### config.mk
export PLATFORM = sky130hd
export DESIGN_NAME = cluster_icache_flush_seq_flat
export DESIGN_NICKNAME = d
export VERILOG_FILES = /design/src/rtl/snitch_icache_pkg.sv /design/src/rtl/cluster_icache_flush_seq_if.sv /design/src/rtl/cluster_icache_flush_seq.sv /design/src/flat_wrapper.sv
export SDC_FILE = /design/constraint.sdc
export NUM_CORES = 1
export LEC_CHECK = 0
export ABC_AREA = 1
export CORE_MARGIN = 4
export CORE_UTILIZATION = 54
export CTS_BUF_LIST = sky130_fd_sc_hd__clkbuf_8
export DETAILED_ROUTE_END_ITERATION = 8
export PLACE_DENSITY = 0.92
export SYNTH_ARGS = -nofsm -noshare
export SYNTH_HDL_FRONTEND = slang
export SYNTH_SLANG_ARGS = --single-unit
### constraint.sdc
create_clock -name clk_i -period 3.1 [get_ports clk_i]
set_input_delay 0.465 -clock clk_i [delete_from_list [all_inputs] [get_ports clk_i]]
set_output_delay 0.465 -clock clk_i [all_outputs]
set_load 0.02 [all_outputs]
### src/rtl/snitch_icache_pkg.sv
`timescale 1ns/1ps
// Shared icache definitions: flush sequencer state encoding and limits.
// Imported by every icache block and bench that needs them.
package snitch_icache_pkg;

    localparam int unsigned MAX_FETCH_PORTS = 32;

    typedef enum logic [1:0] {
        IDLE  = 2'd0,
        FL_L1 = 2'd1,
        FL_L0 = 2'd2,
        ACK   = 2'd3
    } icache_flush_seq_state_e;

endpackage

### src/rtl/cluster_icache_flush_seq_if.sv
`timescale 1ns/1ps
// Handshake bundle around the icache flush sequencer.
// Ports: requester side (l0/l1 req valid/ready), cache side
// (l1/l0 flush valid/ready) and busy. Directions are named from the
// sequencer's view; slave = sequencer, master = its environment.
interface cluster_icache_flush_seq_if #(
    parameter int unsigned NR_FETCH_PORTS = 4
);
    logic [NR_FETCH_PORTS-1:0] l0_req_valid_i;
    logic [NR_FETCH_PORTS-1:0] l0_req_ready_o;
    logic                      l1_req_valid_i;
    logic                      l1_req_ready_o;
    logic                      l1_flush_valid_o;
    logic                      l1_flush_ready_i;
    logic [NR_FETCH_PORTS-1:0] l0_flush_valid_o;
    logic [NR_FETCH_PORTS-1:0] l0_flush_ready_i;
    logic                      busy_o;

    modport master (
        output l0_req_valid_i,
        input  l0_req_ready_o,
        output l1_req_valid_i,
        input  l1_req_ready_o,
        input  l1_flush_valid_o,
        output l1_flush_ready_i,
        input  l0_flush_valid_o,
        output l0_flush_ready_i,
        input  busy_o
    );

    modport slave (
        input  l0_req_valid_i,
        output l0_req_ready_o,
        input  l1_req_valid_i,
        output l1_req_ready_o,
        output l1_flush_valid_o,
        input  l1_flush_ready_i,
        output l0_flush_valid_o,
        input  l0_flush_ready_i,
        output busy_o
    );

endinterface

### src/rtl/cluster_icache_flush_seq.sv
`timescale 1ns/1ps
// Icache flush sequencer: merges L0/global flush requests into one pass,
// flushes L1 before any L0, then pulses acks to captured requesters.
// Ports: clk_i, rst_ni (async, active-low), bus (slave modport).
module cluster_icache_flush_seq
    import snitch_icache_pkg::*;
#(
    parameter int unsigned NR_FETCH_PORTS = 4
) (
    input  logic                         clk_i,
    input  logic                         rst_ni,
    cluster_icache_flush_seq_if.slave    bus
);

    localparam int unsigned N = NR_FETCH_PORTS;

    icache_flush_seq_state_e r_state;
    icache_flush_seq_state_e w_state_d;

    logic         r_pend_l1;
    logic         w_pend_l1_d;
    logic [N-1:0] r_pend_l0;
    logic [N-1:0] w_pend_l0_d;
    logic [N-1:0] r_done_l0;
    logic [N-1:0] w_done_l0_d;
    logic [N-1:0] r_ack_l0;
    logic [N-1:0] w_ack_l0_d;

    logic [N-1:0] w_l0_valid;
    logic [N-1:0] w_l0_hs;
    logic [N-1:0] w_done_now;

    // All outputs come from registered state only.
    assign w_l0_valid = (r_state == FL_L0) ? (r_pend_l0 & ~r_done_l0)
                                           : '0;
    // Ready without a matching valid is masked off here.
    assign w_l0_hs    = w_l0_valid & bus.l0_flush_ready_i;
    assign w_done_now = r_done_l0 | w_l0_hs;

    assign bus.l1_flush_valid_o = (r_state == FL_L1);
    assign bus.l0_flush_valid_o = w_l0_valid;
    assign bus.l0_req_ready_o   = (r_state == ACK) ? r_ack_l0 : '0;
    assign bus.l1_req_ready_o   = (r_state == ACK) && r_pend_l1;
    assign bus.busy_o           = (r_state != IDLE);

    always_comb begin
        w_state_d   = r_state;
        w_pend_l1_d = r_pend_l1;
        w_pend_l0_d = r_pend_l0;
        w_done_l0_d = r_done_l0;
        w_ack_l0_d  = r_ack_l0;
        unique case (r_state)
            IDLE: begin
                if (bus.l1_req_valid_i) begin
                    // Global flush hits every L0, acks only requesters.
                    w_pend_l1_d = 1'b1;
                    w_pend_l0_d = '1;
                    w_ack_l0_d  = bus.l0_req_valid_i;
                    w_done_l0_d = '0;
                    w_state_d   = FL_L1;
                end else if (|bus.l0_req_valid_i) begin
                    w_pend_l0_d = bus.l0_req_valid_i;
                    w_ack_l0_d  = bus.l0_req_valid_i;
                    w_done_l0_d = '0;
                    w_state_d   = FL_L0;
                end
            end
            FL_L1: begin
                if (bus.l1_flush_ready_i) begin
                    w_state_d = FL_L0;
                end
            end
            FL_L0: begin
                w_done_l0_d = w_done_now;
                if (w_done_now == r_pend_l0) begin
                    w_state_d = ACK;
                end
            end
            ACK: begin
                w_pend_l1_d = 1'b0;
                w_pend_l0_d = '0;
                w_ack_l0_d  = '0;
                w_state_d   = IDLE;
            end
            default: begin
                w_state_d = IDLE;
            end
        endcase
    end

    always_ff @(posedge clk_i or negedge rst_ni) begin
        if (!rst_ni) begin
            r_state   <= IDLE;
            r_pend_l1 <= 1'b0;
            r_pend_l0 <= '0;
            r_done_l0 <= '0;
            r_ack_l0  <= '0;
        end else begin
            r_state   <= w_state_d;
            r_pend_l1 <= w_pend_l1_d;
            r_pend_l0 <= w_pend_l0_d;
            r_done_l0 <= w_done_l0_d;
            r_ack_l0  <= w_ack_l0_d;
        end
    end

endmodule

### src/flat_wrapper.sv
// flat-port wrapper written by rule: the top's interface ports become plain ports
module cluster_icache_flush_seq_flat import snitch_icache_pkg::*;
#(
    parameter int unsigned NR_FETCH_PORTS = 4
)
  (clk_i, rst_ni, bus_l0_req_valid_i, bus_l0_req_ready_o, bus_l1_req_valid_i, bus_l1_req_ready_o, bus_l1_flush_valid_o, bus_l1_flush_ready_i, bus_l0_flush_valid_o, bus_l0_flush_ready_i, bus_busy_o);
  cluster_icache_flush_seq_if #(.NR_FETCH_PORTS(NR_FETCH_PORTS)) bus_i ();
  input  logic clk_i;
  input  logic rst_ni;
  input wire logic [$bits(bus_i.l0_req_valid_i)-1:0] bus_l0_req_valid_i;
  output wire logic [$bits(bus_i.l0_req_ready_o)-1:0] bus_l0_req_ready_o;
  input wire logic [$bits(bus_i.l1_req_valid_i)-1:0] bus_l1_req_valid_i;
  output wire logic [$bits(bus_i.l1_req_ready_o)-1:0] bus_l1_req_ready_o;
  output wire logic [$bits(bus_i.l1_flush_valid_o)-1:0] bus_l1_flush_valid_o;
  input wire logic [$bits(bus_i.l1_flush_ready_i)-1:0] bus_l1_flush_ready_i;
  output wire logic [$bits(bus_i.l0_flush_valid_o)-1:0] bus_l0_flush_valid_o;
  input wire logic [$bits(bus_i.l0_flush_ready_i)-1:0] bus_l0_flush_ready_i;
  output wire logic [$bits(bus_i.busy_o)-1:0] bus_busy_o;
  assign bus_i.l0_req_valid_i = bus_l0_req_valid_i;
  assign bus_l0_req_ready_o = bus_i.l0_req_ready_o;
  assign bus_i.l1_req_valid_i = bus_l1_req_valid_i;
  assign bus_l1_req_ready_o = bus_i.l1_req_ready_o;
  assign bus_l1_flush_valid_o = bus_i.l1_flush_valid_o;
  assign bus_i.l1_flush_ready_i = bus_l1_flush_ready_i;
  assign bus_l0_flush_valid_o = bus_i.l0_flush_valid_o;
  assign bus_i.l0_flush_ready_i = bus_l0_flush_ready_i;
  assign bus_busy_o = bus_i.busy_o;
  cluster_icache_flush_seq #(.NR_FETCH_PORTS(NR_FETCH_PORTS)) u_core (.clk_i(clk_i), .rst_ni(rst_ni), .bus(bus_i));
endmodule
Word-level counts from Yosys, hierarchy flattened

Index checks and enable logic that the tools add are counted.

Register bits: 15
Latch bits: 0
RAM bits: 0
ROM bits: 0
Input bits: 12
Logic and storage cells: 44
Memories: 0

$add $sub $neg: 0
Multiply operators: 0
Div/mod/pow operators: 0
$lt $le $gt $ge: 0
Equal/unequal tests: 8
Shifts and indexed selects: 0
Multiplexer cells: 17
Bitwise gates (word level): 4
Reduce and logical (&&, ||, !) cells: 10

Operators with widths:

| operator                                               | number |
|---|---|
| two-way mux 4 bit                                      | 7 |
| case mux 4 bit (2 select lines)                        | 3 |
| AND 4 bit                                              | 2 |
| two-way mux 2 bit                                      | 4 |
| case mux 2 bit (4 select lines)                        | 1 |
| AND reduction 2 bit                                    | 3 |
| nonzero test 2 bit                                     | 3 |
| equality test 2 bit (second input constant)            | 2 |
| equality test 4 bit                                    | 1 |
| inequality test 2 bit (second input constant)          | 2 |
| inverter 4 bit                                         | 1 |
| OR 4 bit                                               | 1 |
| OR reduction 4 bit                                     | 1 |
| inequality test 3 x 2 -> 1 bit (second input constant) | 1 |
| AND reduction 3 bit                                    | 1 |
| equality test 2 x 1 -> 1 bit (second input constant)   | 1 |
| logical NOT 2 bit                                      | 1 |
| inequality test 2 x 1 -> 1 bit (second input constant) | 1 |
| case mux 1 bit (2 select lines)                        | 1 |
| logical AND 1 bit                                      | 1 |
| two-way mux 1 bit                                      | 1 |

Longest topological paths before layout

Depth after elaboration: 8
Mapped depth: 9
Mapped depth without buffers: 9

Worst setup path after synthesis

No wires, ideal clock.

Path kind: flip-flop to output port
Start: reg u_core.r_state[0]
End: out bus_l0_flush_valid_o[0]
Arrival: 1342 ps
Required time: 2635 ps
Slack: 1293 ps
Stages on the path, launching flop included: 5
Path buffers: 0
Path through: dfrtp_1 > inv_1 > ha_1 > inv_1 > nor3_1

Word-level cells in the longest chain between the ends: 2

RTL lines:

| element                | line                           | source |
|---|---|---|
| start, declared        | cluster_icache_flush_seq.sv:17 | `icache_flush_seq_state_e r_state;` |
| start signal, assigned | cluster_icache_flush_seq.sv:99 | `r_state <= w_state_d;` |
| equality test 2 bit    | cluster_icache_flush_seq.sv:34 | `assign w_l0_valid = (r_state == FL_L0) ? (r_pend_l0 & ~r_done_l0)` |
| two-way mux 4 bit      | cluster_icache_flush_seq.sv:34 |  |
| end, declared          | flat_wrapper.sv:16             | `output wire logic [$bits(bus_i.l0_flush_valid_o)-1:0] bus_l0_flush_valid_o;` |

Every way passes these cells.

Worst setup path after layout

Start: reg u_core.r_state[0]
End: out bus_l0_flush_valid_o[3]

Same word-level chain as after synthesis.

==> impl_metrics.env <==
export IMPL_status="finished, final reports clean"
export IMPL_clock_path_buffers=2
export IMPL_root_buffer="clkbuf_8"
export IMPL_cts_resized=0
export IMPL_yosysSeqAreaShare_pct=39.9
export IMPL_synth_top_area_share_pct=39.9
export IMPL_finalHoldViolCount=0
export IMPL_die_height_um=49.7
export IMPL_num_rows=14
export IMPL_peakVddDrop_mv=0.546
export IMPL_leakage_nw=0.609
export IMPL_clk_latency_ns=0.25
export IMPL_drt_iter0_drc=15
export IMPL_yosys_area_share_simple_pct=25.9
export IMPL_drtPass1Iterations=4
export IMPL_clk_pin_slew_ns=0.06
export IMPL_postSynthCellCount=120
export IMPL_fin_tns_setup_ns=0
export IMPL_finalClockSkew_ns=0.000951
export IMPL_ys_seq_elements=15
export IMPL_start_util_pct=59.7
export IMPL_cts_sinks=15
export IMPL_place_hpwl_um=1720
export IMPL_worstHoldStart="u_core.r_ack_l0[3]$_DFFE_PN0P_"
export IMPL_synthMostInstantiatedCell="nand2_1"
export IMPL_slew_viol_final=0
export IMPL_grt_max_degree=16
export IMPL_powerDensity_nw_per_um2=971
export IMPL_gp_congestion=0.829
export IMPL_drv_cap=0
export IMPL_synthXorXnorAreaFrac_pct=0
export IMPL_grt_pass1_wl_um=3740
export IMPL_rr_worst_depth=9
export IMPL_crit_path_start="u_core.r_state[0]$_DFFE_PN0P_"
export IMPL_synth_cell_types=24
export IMPL_required_ns=2.63
export IMPL_num_antenna_cells=0
export IMPL_synthMuxAreaShare_pct=0
export IMPL_place_area_um2=1160
export IMPL_crit_path_end_kind="output pin"
export IMPL_syn_area_um2=941
export IMPL_max_slew_worst_pin_slew_ns=0.682
export IMPL_rr_startpoint="u_core.r_state[0]$_DFFE_PN0P_"
export IMPL_remaining_drc_errors=0
export IMPL_setup_viol=0
export IMPL_max_freq_mhz=398
export IMPL_synth_compound_area_share_pct=16.1
export IMPL_crit_type="reg -> out"
export IMPL_numCtsBuffers=3
export IMPL_area_growth_pct=28.3
export IMPL_vias=880
export IMPL_routed_wl_um=2200
export IMPL_ys_flop_type="dfrtp_1"
export IMPL_drive_gt1_share_pct=8.33
export IMPL_final_area_um2=1210
export IMPL_floorplan_core_area_um2=1580
export IMPL_overflow=0
export IMPL_synth_adder_area_share_pct=5.32
export IMPL_ys_top_cells_by_count="nand2_1 (28), inv_1 (26), dfrtp_1 (15)"
export IMPL_period_needed_ns=2.51
export IMPL_crit_arrival_ns=2.05
export IMPL_holdBufCountCts=0
export IMPL_grt_pass1_vias=875
export IMPL_postSynthAreaPerCell_um2=7.84
export IMPL_yosys_area_top_type="dfrtp_1"
export IMPL_port_buffer_count=22
export IMPL_cts_tree="built"
export IMPL_ios=23
export IMPL_r2r_end="u_core.r_pend_l0[3]$_DFFE_PN0P_"
export IMPL_synth_nets=136
export IMPL_cts_htree_levels=1
export IMPL_worstSetupStartpointType="register"
export IMPL_synth_area_leaders="dfrtp_1 (40%), nand2_1 (11%), inv_1 (10%)"
export IMPL_hold_path_class="reg -> reg"
export IMPL_nets=161
export IMPL_synth_top_family_by_area="simple AND/OR/NAND/NOR gates"
export IMPL_maxSlewHeadroom_pct=54.4
export IMPL_vias_per_cell=5.50
export IMPL_synth_edff_count=0
export IMPL_cp_max_fo=7
export IMPL_async_reset_ff_share_pct=100
export IMPL_yosysWarnings=0
export IMPL_cts_setup_buffers=0
export IMPL_die_area_um2=2470
export IMPL_die_w_um=49.7
export IMPL_rsz0062_at_grt="no"
export IMPL_fin_crit_sh_pct=81.1
export IMPL_grt_use_total_pct=19.9
export IMPL_worstSetupEndpoint="bus_l0_flush_valid_o[3]"
export IMPL_rrSetupSlack_ns=1.36
export IMPL_antenna_found_initial=0
export IMPL_routedWlPerCell_um=13.8
export IMPL_final_antenna_net_count=0
stage by stage:
stage	hold slack (ns)	setup WS, ns	utilization, %	power (mW)	std cells
2_1_floorplan	0.169	1.29	-	0.833	120
3_3_place_gp	0.467	0.921	73.7	0.982	156
3_5_place_dp	0.480	0.857	73.7	1.01	156
4_1_cts	0.495	0.594	76.6	1.17	160
5_1_grt	0.517	0.484	76.6	1.27	160
6_report	0.489	0.586	76.6	1.17	160
flip-flops by register name (all words and copies together) (netlist names):
signal	count
u_core.r_ack_l0	4
u_core.r_pend_l0	4
u_core.r_state	2
u_core.r_done_l0	4
u_core.r_pend_l1	1
kinds of logic (layout without fill, tap and decap cells):
logic type | Yosys count | count (layout)
buffers and inverters | 29 | 53
adder cells (fa/ha/maj) | 4 | 4
AND/OR/NAND/NOR | 52 | 52
AO/OA/AOI/OAI | 20 | 20
flip-flops | 15 | 15
cell usage in the layout, fill, tap and decap left out, types with 2 or more instances in the layout:
cell type,synthesis,routed
nand2_1,28,28
o31ai_1,2,2
ha_1,4,4
nand2_2,2,2
clkdlybuf4s50_1,0,22
clkbuf_8,0,3
nor3_1,4,4
a22oi_1,4,4
o21ai_0,6,6
nor2_1,5,5
inv_1,26,27
dfrtp_1,15,15
nand3_1,11,11
critical path, stage by stage, from the launching register on:
cell and delay, ns:
dfrtp_1 0.41, inv_1 0.10, ha_1 0.30, inv_1 0.16, nor3_1 0.20, clkdlybuf4s50_1 0.63
area by class of cell:
type                    instances  area [um2]
clock buffers                   3        41.3
fillers                       121         369
clock inverters                 1        3.75
multi-input cells              76         445
inverters                      27         101
flip-flops and latches         15         375
well taps                      16        20.0
repair buffers                 22         220
worst min path at each step:
| stage | to | slack, ns | cells after the start |
|---|---|---|---|
| final | u_core.r_ack_l0[3]$_DFFE_PN0P_ | 0.49 | 2 |
| after global routing | u_core.r_ack_l0[2]$_DFFE_PN0P_ | 0.52 | 2 |
| after CTS | u_core.r_ack_l0[3]$_DFFE_PN0P_ | 0.49 | 2 |
| after detailed placement | u_core.r_ack_l0[3]$_DFFE_PN0P_ | 0.48 | 2 |
| after global placement | u_core.r_ack_l0[3]$_DFFE_PN0P_ | 0.47 | 2 |
| after floorplan | u_core.r_ack_l0[0]$_DFFE_PN0P_ | 0.17 | 0 |
power by group:
part	internal (mW)	switching (mW)	total, mW
Combinational	0.266	0.412	0.678
Clock	0.0877	0.0672	0.155
Sequential	0.278	0.0618	0.339
Total	0.631	0.541	1.17
metal layers:
layer  part of all wire (%)  GRT usage, %  vias to the layer above
met4                    3.3          10.1                        0
met5                      0             0                        -
met1                     41          21.4                      409
met3                    6.5          5.12                        9
met2                     49          35.5                       30
li1                       -             -                      432
(Power assumes the default switching activity.)
